File: src/rtl/gate_mux_pkg.sv
// gate_mux_pkg: opcodes, FSM state encoding and mux-input selection shared by the gate unit
//   OP_AND..OP_XNOR  legal opcodes (6/7 illegal)
//   state_t          one-hot FSM states
//   src_t/mux_sel_t  per-op source of mux inputs d0/d1
package gate_mux_pkg;
    localparam logic [2:0] OP_AND  = 3'd0;
    localparam logic [2:0] OP_OR   = 3'd1;
    localparam logic [2:0] OP_NAND = 3'd2;
    localparam logic [2:0] OP_NOR  = 3'd3;
    localparam logic [2:0] OP_XOR  = 3'd4;
    localparam logic [2:0] OP_XNOR = 3'd5;

    typedef enum logic [2:0] {
        ST_IDLE = 3'b001,
        ST_RUN  = 3'b010,
        ST_DONE = 3'b100
    } state_t;

    typedef enum logic [1:0] {
        SRC_ZERO = 2'd0,
        SRC_ONE  = 2'd1,
        SRC_B    = 2'd2,
        SRC_NB   = 2'd3
    } src_t;

    typedef struct packed {
        src_t d0;
        src_t d1;
    } mux_sel_t;

    function automatic logic op_legal(input logic [2:0] op);
        return op <= OP_XNOR;
    endfunction

    // Each gate is realised as y = a ? d1 : d0 with d0/d1 drawn from {0, 1, b, ~b}
    function automatic mux_sel_t op_sel(input logic [2:0] op);
        case (op)
            OP_AND:  return '{d0: SRC_ZERO, d1: SRC_B};
            OP_OR:   return '{d0: SRC_B,    d1: SRC_ONE};
            OP_NAND: return '{d0: SRC_ONE,  d1: SRC_NB};
            OP_NOR:  return '{d0: SRC_NB,   d1: SRC_ZERO};
            OP_XOR:  return '{d0: SRC_B,    d1: SRC_NB};
            OP_XNOR: return '{d0: SRC_NB,   d1: SRC_B};
            default: return '{d0: SRC_ZERO, d1: SRC_ZERO};
        endcase
    endfunction

    function automatic logic src_val(input src_t src, input logic b_bit);
        return src == SRC_ZERO ? 1'b0 :
               src == SRC_ONE  ? 1'b1 :
               src == SRC_B    ? b_bit : ~b_bit;
    endfunction
endpackage

File: src/rtl/mux_2to1.sv
// mux_2to1: single-bit 2:1 multiplexer cell
//   d0, d1  data inputs
//   s       select (0 -> d0, 1 -> d1)
//   y       output
module mux_2to1 (
    input  logic d0,
    input  logic d1,
    input  logic s,
    output logic y
);
    assign y = s ? d1 : d0;
endmodule

File: src/rtl/bit_serial_gate_unit.sv
// bit_serial_gate_unit: evaluates a bitwise gate op one bit per cycle through one shared mux
//   clk, rst               clock, async active-high reset
//   in_valid/in_ready      request handshake carrying op, a, b
//   out_valid/out_ready    result handshake carrying result, err
//   busy                   unit not idle
module bit_serial_gate_unit
    import gate_mux_pkg::*;
#(
    parameter int WIDTH = 8
) (
    input  logic             clk,
    input  logic             rst,
    input  logic             in_valid,
    output logic             in_ready,
    input  logic [2:0]       op,
    input  logic [WIDTH-1:0] a,
    input  logic [WIDTH-1:0] b,
    output logic             out_valid,
    input  logic             out_ready,
    output logic [WIDTH-1:0] result,
    output logic             err,
    output logic             busy
);
    localparam int CW = (WIDTH > 1) ? $clog2(WIDTH) : 1;
    localparam logic [CW-1:0] LAST = CW'(WIDTH - 1);

    state_t           state, state_next;
    logic [CW-1:0]    cnt;
    logic [2:0]       op_q;
    logic [WIDTH-1:0] a_q, b_q;
    mux_sel_t         sel;
    logic             accept, d0, d1, s, y;

    assign in_ready  = state == ST_IDLE;
    assign out_valid = state == ST_DONE;
    assign busy      = state != ST_IDLE;
    assign accept    = in_valid & in_ready;

    always_comb begin
        sel = op_sel(op_q);
        s   = a_q[cnt];
        d0  = src_val(sel.d0, b_q[cnt]);
        d1  = src_val(sel.d1, b_q[cnt]);
    end

    mux_2to1 u_mux (
        .d0(d0),
        .d1(d1),
        .s (s),
        .y (y)
    );

    always_ff @(posedge clk or posedge rst) begin
        if (rst) state <= ST_IDLE;
        else     state <= state_next;
    end

    always_comb begin
        state_next = state;
        case (state)
            ST_IDLE: state_next = accept ? (op_legal(op) ? ST_RUN : ST_DONE) : ST_IDLE;
            ST_RUN:  state_next = cnt == LAST ? ST_DONE : ST_RUN;
            ST_DONE: state_next = out_ready ? ST_IDLE : ST_DONE;
            default: state_next = ST_IDLE;
        endcase
    end

    // Counter saturates at LAST; it is only meaningful in RUN and is cleared on accept
    always_ff @(posedge clk or posedge rst) begin
        if (rst) begin
            cnt    <= '0;
            op_q   <= '0;
            a_q    <= '0;
            b_q    <= '0;
            result <= '0;
            err    <= 1'b0;
        end else if (accept) begin
            cnt    <= '0;
            op_q   <= op;
            a_q    <= a;
            b_q    <= b;
            result <= '0;
            err    <= ~op_legal(op);
        end else if (state == ST_RUN) begin
            result[cnt] <= y;
            cnt         <= cnt == LAST ? cnt : cnt + 1'b1;
        end
    end
endmodule

File: config.mk
export PLATFORM = sky130hd
export DESIGN_NAME = bit_serial_gate_unit
export DESIGN_NICKNAME = d
export VERILOG_FILES = /design/src/rtl/gate_mux_pkg.sv /design/src/rtl/mux_2to1.sv /design/src/rtl/bit_serial_gate_unit.sv
export SDC_FILE = /design/constraint.sdc
export NUM_CORES = 1
export LEC_CHECK = 0
export CAP_MARGIN = 5
export CELL_PAD_IN_SITES_DETAIL_PLACEMENT = 0
export CELL_PAD_IN_SITES_GLOBAL_PLACEMENT = 1
export CORE_UTILIZATION = 35
export CTS_CLUSTER_SIZE = 25
export DETAILED_ROUTE_END_ITERATION = 12
export PLACE_DENSITY_LB_ADDON = 0.1
export SYNTH_ARGS = -nofsm -noshare
export SYNTH_HDL_FRONTEND = slang
export SYNTH_SLANG_ARGS = --single-unit
File: constraint.sdc
create_clock -name clk -period 2.8 [get_ports clk]
set_input_delay 0.56 -clock clk [delete_from_list [all_inputs] [get_ports clk]]
set_output_delay 0.56 -clock clk [all_outputs]
set_load 0.01 [all_outputs]
# Word-level counts from Yosys, hierarchy flattened

Index checks and enable logic that the tools add are counted.

Register bits after elaboration: 34

Add/sub/neg operators: 1
$lt $le $gt $ge: 3
Equal/unequal tests: 15
Mux-type cells: 25
Bitwise operators: 3
Reductions and logical operators: 6

Operators with widths:

| operator                                                           | number |
|---|---|
| case mux 4 bit (6 select lines)                                    | 1 |
| 2-to-1 mux 3 bit                                                   | 7 |
| 2-to-1 mux 8 bit                                                   | 2 |
| equality test 3 bit (second input constant)                        | 4 |
| 2-to-1 mux 1 bit                                                   | 10 |
| equality test 3 x 2 -> 1 bit (second input constant)               | 3 |
| case mux 3 bit (3 select lines)                                    | 1 |
| bitwise mux 8 bit                                                  | 1 |
| binary-select mux 1 bit (select 3 bit)                             | 2 |
| equality test 3 x 1 -> 1 bit (second input constant)               | 2 |
| equality test 2 x 1 -> 1 bit (second input constant)               | 2 |
| equality test 2 bit (second input constant)                        | 2 |
| zero test 2 bit                                                    | 2 |
| < comparator 3 x 4 -> 1 bit (second input constant)                | 1 |
| adder 3 x 1 -> 3 bit (second input constant)                       | 1 |
| demux 1 bit (select 3 bit)                                         | 1 |
| greater-or-equal comparator 3 x 1 -> 1 bit (second input constant) | 1 |
| less-or-equal comparator 3 bit (second input constant)             | 1 |
| zero test 3 bit                                                    | 1 |
| inequality test 3 x 1 -> 1 bit (second input constant)             | 1 |
| inequality test 2 bit (second input constant)                      | 1 |
| inverter 1 bit                                                     | 2 |
| AND reduction 2 bit                                                | 1 |
| nonzero test 2 bit                                                 | 1 |
| other kinds (2)                                                    | 2 |

# Longest topological paths before layout

Depth in word-level cells: 10
Mapped depth: 7
Depth with buffers taken out: 6

# Hierarchy

From an unflattened synthesis, not the netlist that was laid out.

Cell total of the unflattened synthesis: 155
Area, all modules: 1681.6 um^2

By module, submodules not included:

| module               | times used | cells an instance | area an instance (um^2) | seq. area each (um^2) |
|---|---|---|---|---|
| bit_serial_gate_unit | 1          | 154               | 1666.6                  | 852.1 |
| mux_2to1             | 1          | 1                 | 15.0                    | 0.0 |

# Least setup slack after synthesis

OpenSTA, ideal clock, no wires.

Path kind: reg-to-reg
From: reg cnt[0]
To: reg result[7]
Arrival: 1.915 ns
Setup slack: 0.745 ns
Stages on the path, launching flop included: 8
Path buffers: 1
Clock period less this slack: 2.055 ns
Cells stage by stage: dfrtp_1 -> buf_6 -> mux4_2 -> mux2i_4 -> inv_2 -> maj3_2 -> mux2i_4 -> a31oi_1

Word-level cells in the longest chain between the ends: 10
Elaborated cells between the ends (all ways): 20
Those cells by class: 2 x order compare; 16 x mux; 1 x bitwise; 1 x reduce/logical

Ends and longest elaborated chain:

| item                                   | line                                                   | source |
|---|---|---|
| start, declared                        | bit_serial_gate_unit.sv:28                             | `logic [CW-1:0] cnt;` |
| start signal, assigned                 | bit_serial_gate_unit.sv:86                             | `cnt <= cnt == LAST ? cnt : cnt + 1'b1;` |
| binary-select mux 1 bit (select 3 bit) | bit_serial_gate_unit.sv:42, bit_serial_gate_unit.sv:43 |  |
| 2-to-1 mux 1 bit (implied by the code) | bit_serial_gate_unit.sv:42, bit_serial_gate_unit.sv:43 |  |
| inverter 1 bit                         | gate_mux_pkg.sv:51                                     | `src == SRC_B ? b_bit : ~b_bit;` |
| 2-to-1 mux 1 bit                       | gate_mux_pkg.sv:51                                     |  |
| 2-to-1 mux 1 bit                       | gate_mux_pkg.sv:50                                     | `src == SRC_ONE ? 1'b1 :` |
| 2-to-1 mux 1 bit                       | gate_mux_pkg.sv:49                                     | `return src == SRC_ZERO ? 1'b0 :` |
| 2-to-1 mux 1 bit                       | mux_2to1.sv:11                                         | `assign y = s ? d1 : d0;` |
| bitwise mux 8 bit (*)                  | bit_serial_gate_unit.sv:85                             | `result[cnt] <= y;` |
| 2-to-1 mux 8 bit (*)                   | bit_serial_gate_unit.sv:84                             | `end else if (state == ST_RUN) begin` |
| 2-to-1 mux 8 bit (*)                   | bit_serial_gate_unit.sv:77                             | `end else if (accept) begin` |
| end signal, assigned by index          | bit_serial_gate_unit.sv:85                             |  |
| end, declared                          | bit_serial_gate_unit.sv:20                             | `output logic [WIDTH-1:0] result,` |

Every way passes the cells marked *; elsewhere a longest branch is shown, timed or not. The select of a mux whose other input is x is not followed.
A chain may end at the register's enable or synchronous reset.

# Worst setup path in the final report

From: reg state[0]
To: out in_ready

Word-level cells in the longest chain between the ends: 1

Ends and longest elaborated chain:

| item                         | line                       | source |
|---|---|---|
| start, declared              | bit_serial_gate_unit.sv:27 | `state_t state, state_next;` |
| start signal, assigned       | bit_serial_gate_unit.sv:55 | `else state <= state_next;` |
| equality test 3 x 1 -> 1 bit | bit_serial_gate_unit.sv:34 | `assign in_ready = state == ST_IDLE;` |
| end, declared                | bit_serial_gate_unit.sv:14 | `output logic in_ready,` |

No other way between the ends.

==> flow_summary.toml <==
[run_status]
status = "finished, violations left"
violations = "DRC"

[logic_synthesis]
synth_nets = 203
postSynthAreaPerCell_um2 = 9.35
ys_types = 37
yosys.area_share.xor_xnor_pct = 0.526
synthSimpleGateAreaFrac_pct = 24.5
synth_compound_area_share_pct = 10.8
syn_area_um2 = 1660
synth_seq_cells = 34
synth_top_family_by_area = "simple AND/OR/NAND/NOR gates"
muxShareOfSynthArea_pct = 7.52
synth_cells = 178
synthAdderAreaFrac_pct = 2.18
ys_seq_area_share_pct = 51.2
yosys_warnings = 0

[sta]
timing.setup.tns_ns = 0
rsz0062_at_grt = "no"
finalSetupViolCount = 0
fin_hold_ws_ns = 0.476
max_slew_margin_pct = 65.8
hold_violations = 0
fin_crit_ns = 2.46
max_freq_ghz = 0.406
slew_viol_final = 0
timing.final.crit_share_pct = 88.0
fin_skew_ns = 0.0106
worstMarginPinSlew_ns = 0.512

[clock_network]
clk_path_buf_depth = 2
cts_setup_buffers = 0
h-tree-depth = 2
cts_tree = "done"
clk_pin_slew_ns = 0.07
cts_buffers = 5
postCtsHoldBufs = 0
clk-insertion-delay-late_ns = 0.29
cts_sinks = 34
cts_resized = 0
cts-root-buf = "clkbuf_8"

[die]
start_util_pct = 37.2
die-height_um = 71.0
core_area_um2 = 4470
die_w_um = 71.0
ios = 35
num_rows = 24
dieArea_um2 = 5030

[detailed_routing]
vias_per_cell = 4.93
vias = 1322
postRouteAntennaNets = 0
wirelength_um = 3600
drt_first_pass_iters = 8
drt_iter0_drc = 75
drc_errors = 3
routedWlPerCell_um = 13.4

[worst_setup_path]
critical-path-max-stage-delay_ns = 0.64
critical_path_class = "flop to output port"
crit_path_max_fanout = 7
critical-path-slowest-cell = "clkdlybuf4s50_1"
cp-end-kind = "output port"
cp_cell_sequence = "nor3b_1 > clkdlybuf4s50_1"
critPathRequiredTime_ns = 2.24
critPathLaunchType = "flop"
crit_arrival_ns = 1.90

[min_path]
hold_class = "flop to flop"

[layout]
syn2layout_area_growth_pct = 29.2
num_antenna_cells = 0
final_layout_size_suffix_gt1_share_pct = 9.26
final_nets = 240

[global_route]
grt_max_degree = 35
grt_pass1_vias = 1334
antenna_found_initial = 0
track_usage_pct = 16.5
grt_overflow_total = 0
grt_first_pass_wirelength_um = 6440

[power]
leakagePower_nw = 0.991
power_mw = 2.12
peakVddDrop_uv = 383
p_per_area_nw_per_um2 = 983

[job]
cap_violations = 0

[place]
dp_hpwl_um = 2630
io_buffers = 34
routabilityCongestion = 0.743
==> per-layer routing <==
metal	share of wire [%]	track usage (%)	vias to the layer above	wire length [µm]
li1	-	-	677	-
met1	46	20.4	609	1650
met2	48	27.0	34	1730
met3	5.3	5.41	2	192
met4	0.64	6.22	0	23
met5	0	0	-	0
==> metrics by stage <==
step           std cells  instance area (µm²)  setup WS (ns)  util [%]
5_1_grt              268                 2150          0.189      48.1
3_3_place_gp         260                 2060          0.501      46.0
3_5_place_dp         260                 2060          0.386      46.0
6_report             268                 2150          0.336      48.1
4_1_cts              268                 2150          0.302      48.1
2_1_floorplan        178                 1660          0.745         -
==> sequential cells by signal, summed over array words and instances (netlist names) <==
register / count
a_q: 8
b_q: 8
result: 8
cnt: 3
op_q: 3
state: 3
err: 1
==> report_power, final <==
group	total [mW]	leakage (nW)	switching (mW)	internal [mW]
Combinational	0.895	0.506	0.455	0.439
Clock	0.369	0.0482	0.171	0.198
Sequential	0.852	0.437	0.175	0.677
Total	2.12	0.991	0.801	1.31
==> placed cells by master (no fill, tap or decap), types with 2 or more instances in the layout <==
cell type,Yosys,final
ha_1,2,2
clkbuf_8,0,6
a22o_1,2,2
inv_1,3,3
mux2i_1,2,2
nand2_1,63,63
buf_4,0,4
o21ai_0,9,9
nand3b_1,2,2
nor2_1,12,12
nor3_1,5,5
a31oi_1,9,9
clkdlybuf4s50_1,0,34
dfrtp_1,33,33
mux2i_4,2,2
nand2b_1,4,4
nor3b_1,2,2
==> cell usage after synthesis, drive strengths merged <==
master	number	area [µm²]
nand2	63	236
dfrtp	33	826
nor2	12	45.0
a31oi	9	56.3
o21ai	9	45.0
clkbuf	5	18.8
nor3	5	25.0
inv	4	15.0
mux2i	4	65.1
nand2b	4	25.0
buf	3	21.3
a22o	2	17.5
ha	2	25.0
mux4	2	48.8
nand3b	2	15.0
nor3b	2	15.0
a211oi	1	12.5
a21o	1	7.51
a21oi	1	5.00
and2	1	6.26
and3b	1	8.76
and4b	1	10.0
dfstp	1	26.3
maj3	1	11.3
mux2	1	11.3
nand4b	1	8.76
nor2b	1	6.26
o21a	1	7.51
o221a	1	11.3
o22ai	1	6.26
o311a	1	10.0
or3	1	6.26
xnor2	1	8.76
==> layout make-up <==
type	count	area, µm²
inverter	4	15.0
timing repair buffer	38	370
clock inverter	1	5.00
tap	52	65.1
fill	435	2320
multi-input combinational	132	757
sequential	34	852
clock buffer	7	86.3
==> final timing paths <==
kind / to / startpoint / depth (start not counted) / slack [ns]
max: in_ready / state[0] / 2 / 0.34
min: a_q[1] / a_q[1] / 2 / 0.48
max reg2reg: result[2] / cnt[0] / 6 / 0.38
min reg2reg: a_q[1] / a_q[1] / 2 / 0.48
max in group asynchronous: state[0] / rst / 3 / 1.80
min in group asynchronous: a_q[7] / rst / 3 / 0.67
==> critical path, delay by kind of cell, from the launching register on <==
family,cells,cell delay (ns)
simple gates,1,0.39
buf+inv,1,0.64
flops,1,0.59
==> cell families (layout without fill, tap and decap cells) <==
logic type / count (synthesis) / in the layout
XOR/XNOR: 1 / 1
adder cells (fa/ha/maj): 3 / 3
buffers and inverters: 12 / 50
flip-flops: 34 / 34
AND/OR/NAND/NOR: 94 / 94
AO/OA/AOI/OAI: 27 / 27
multiplexers: 7 / 7
(Power assumes the default switching activity.)
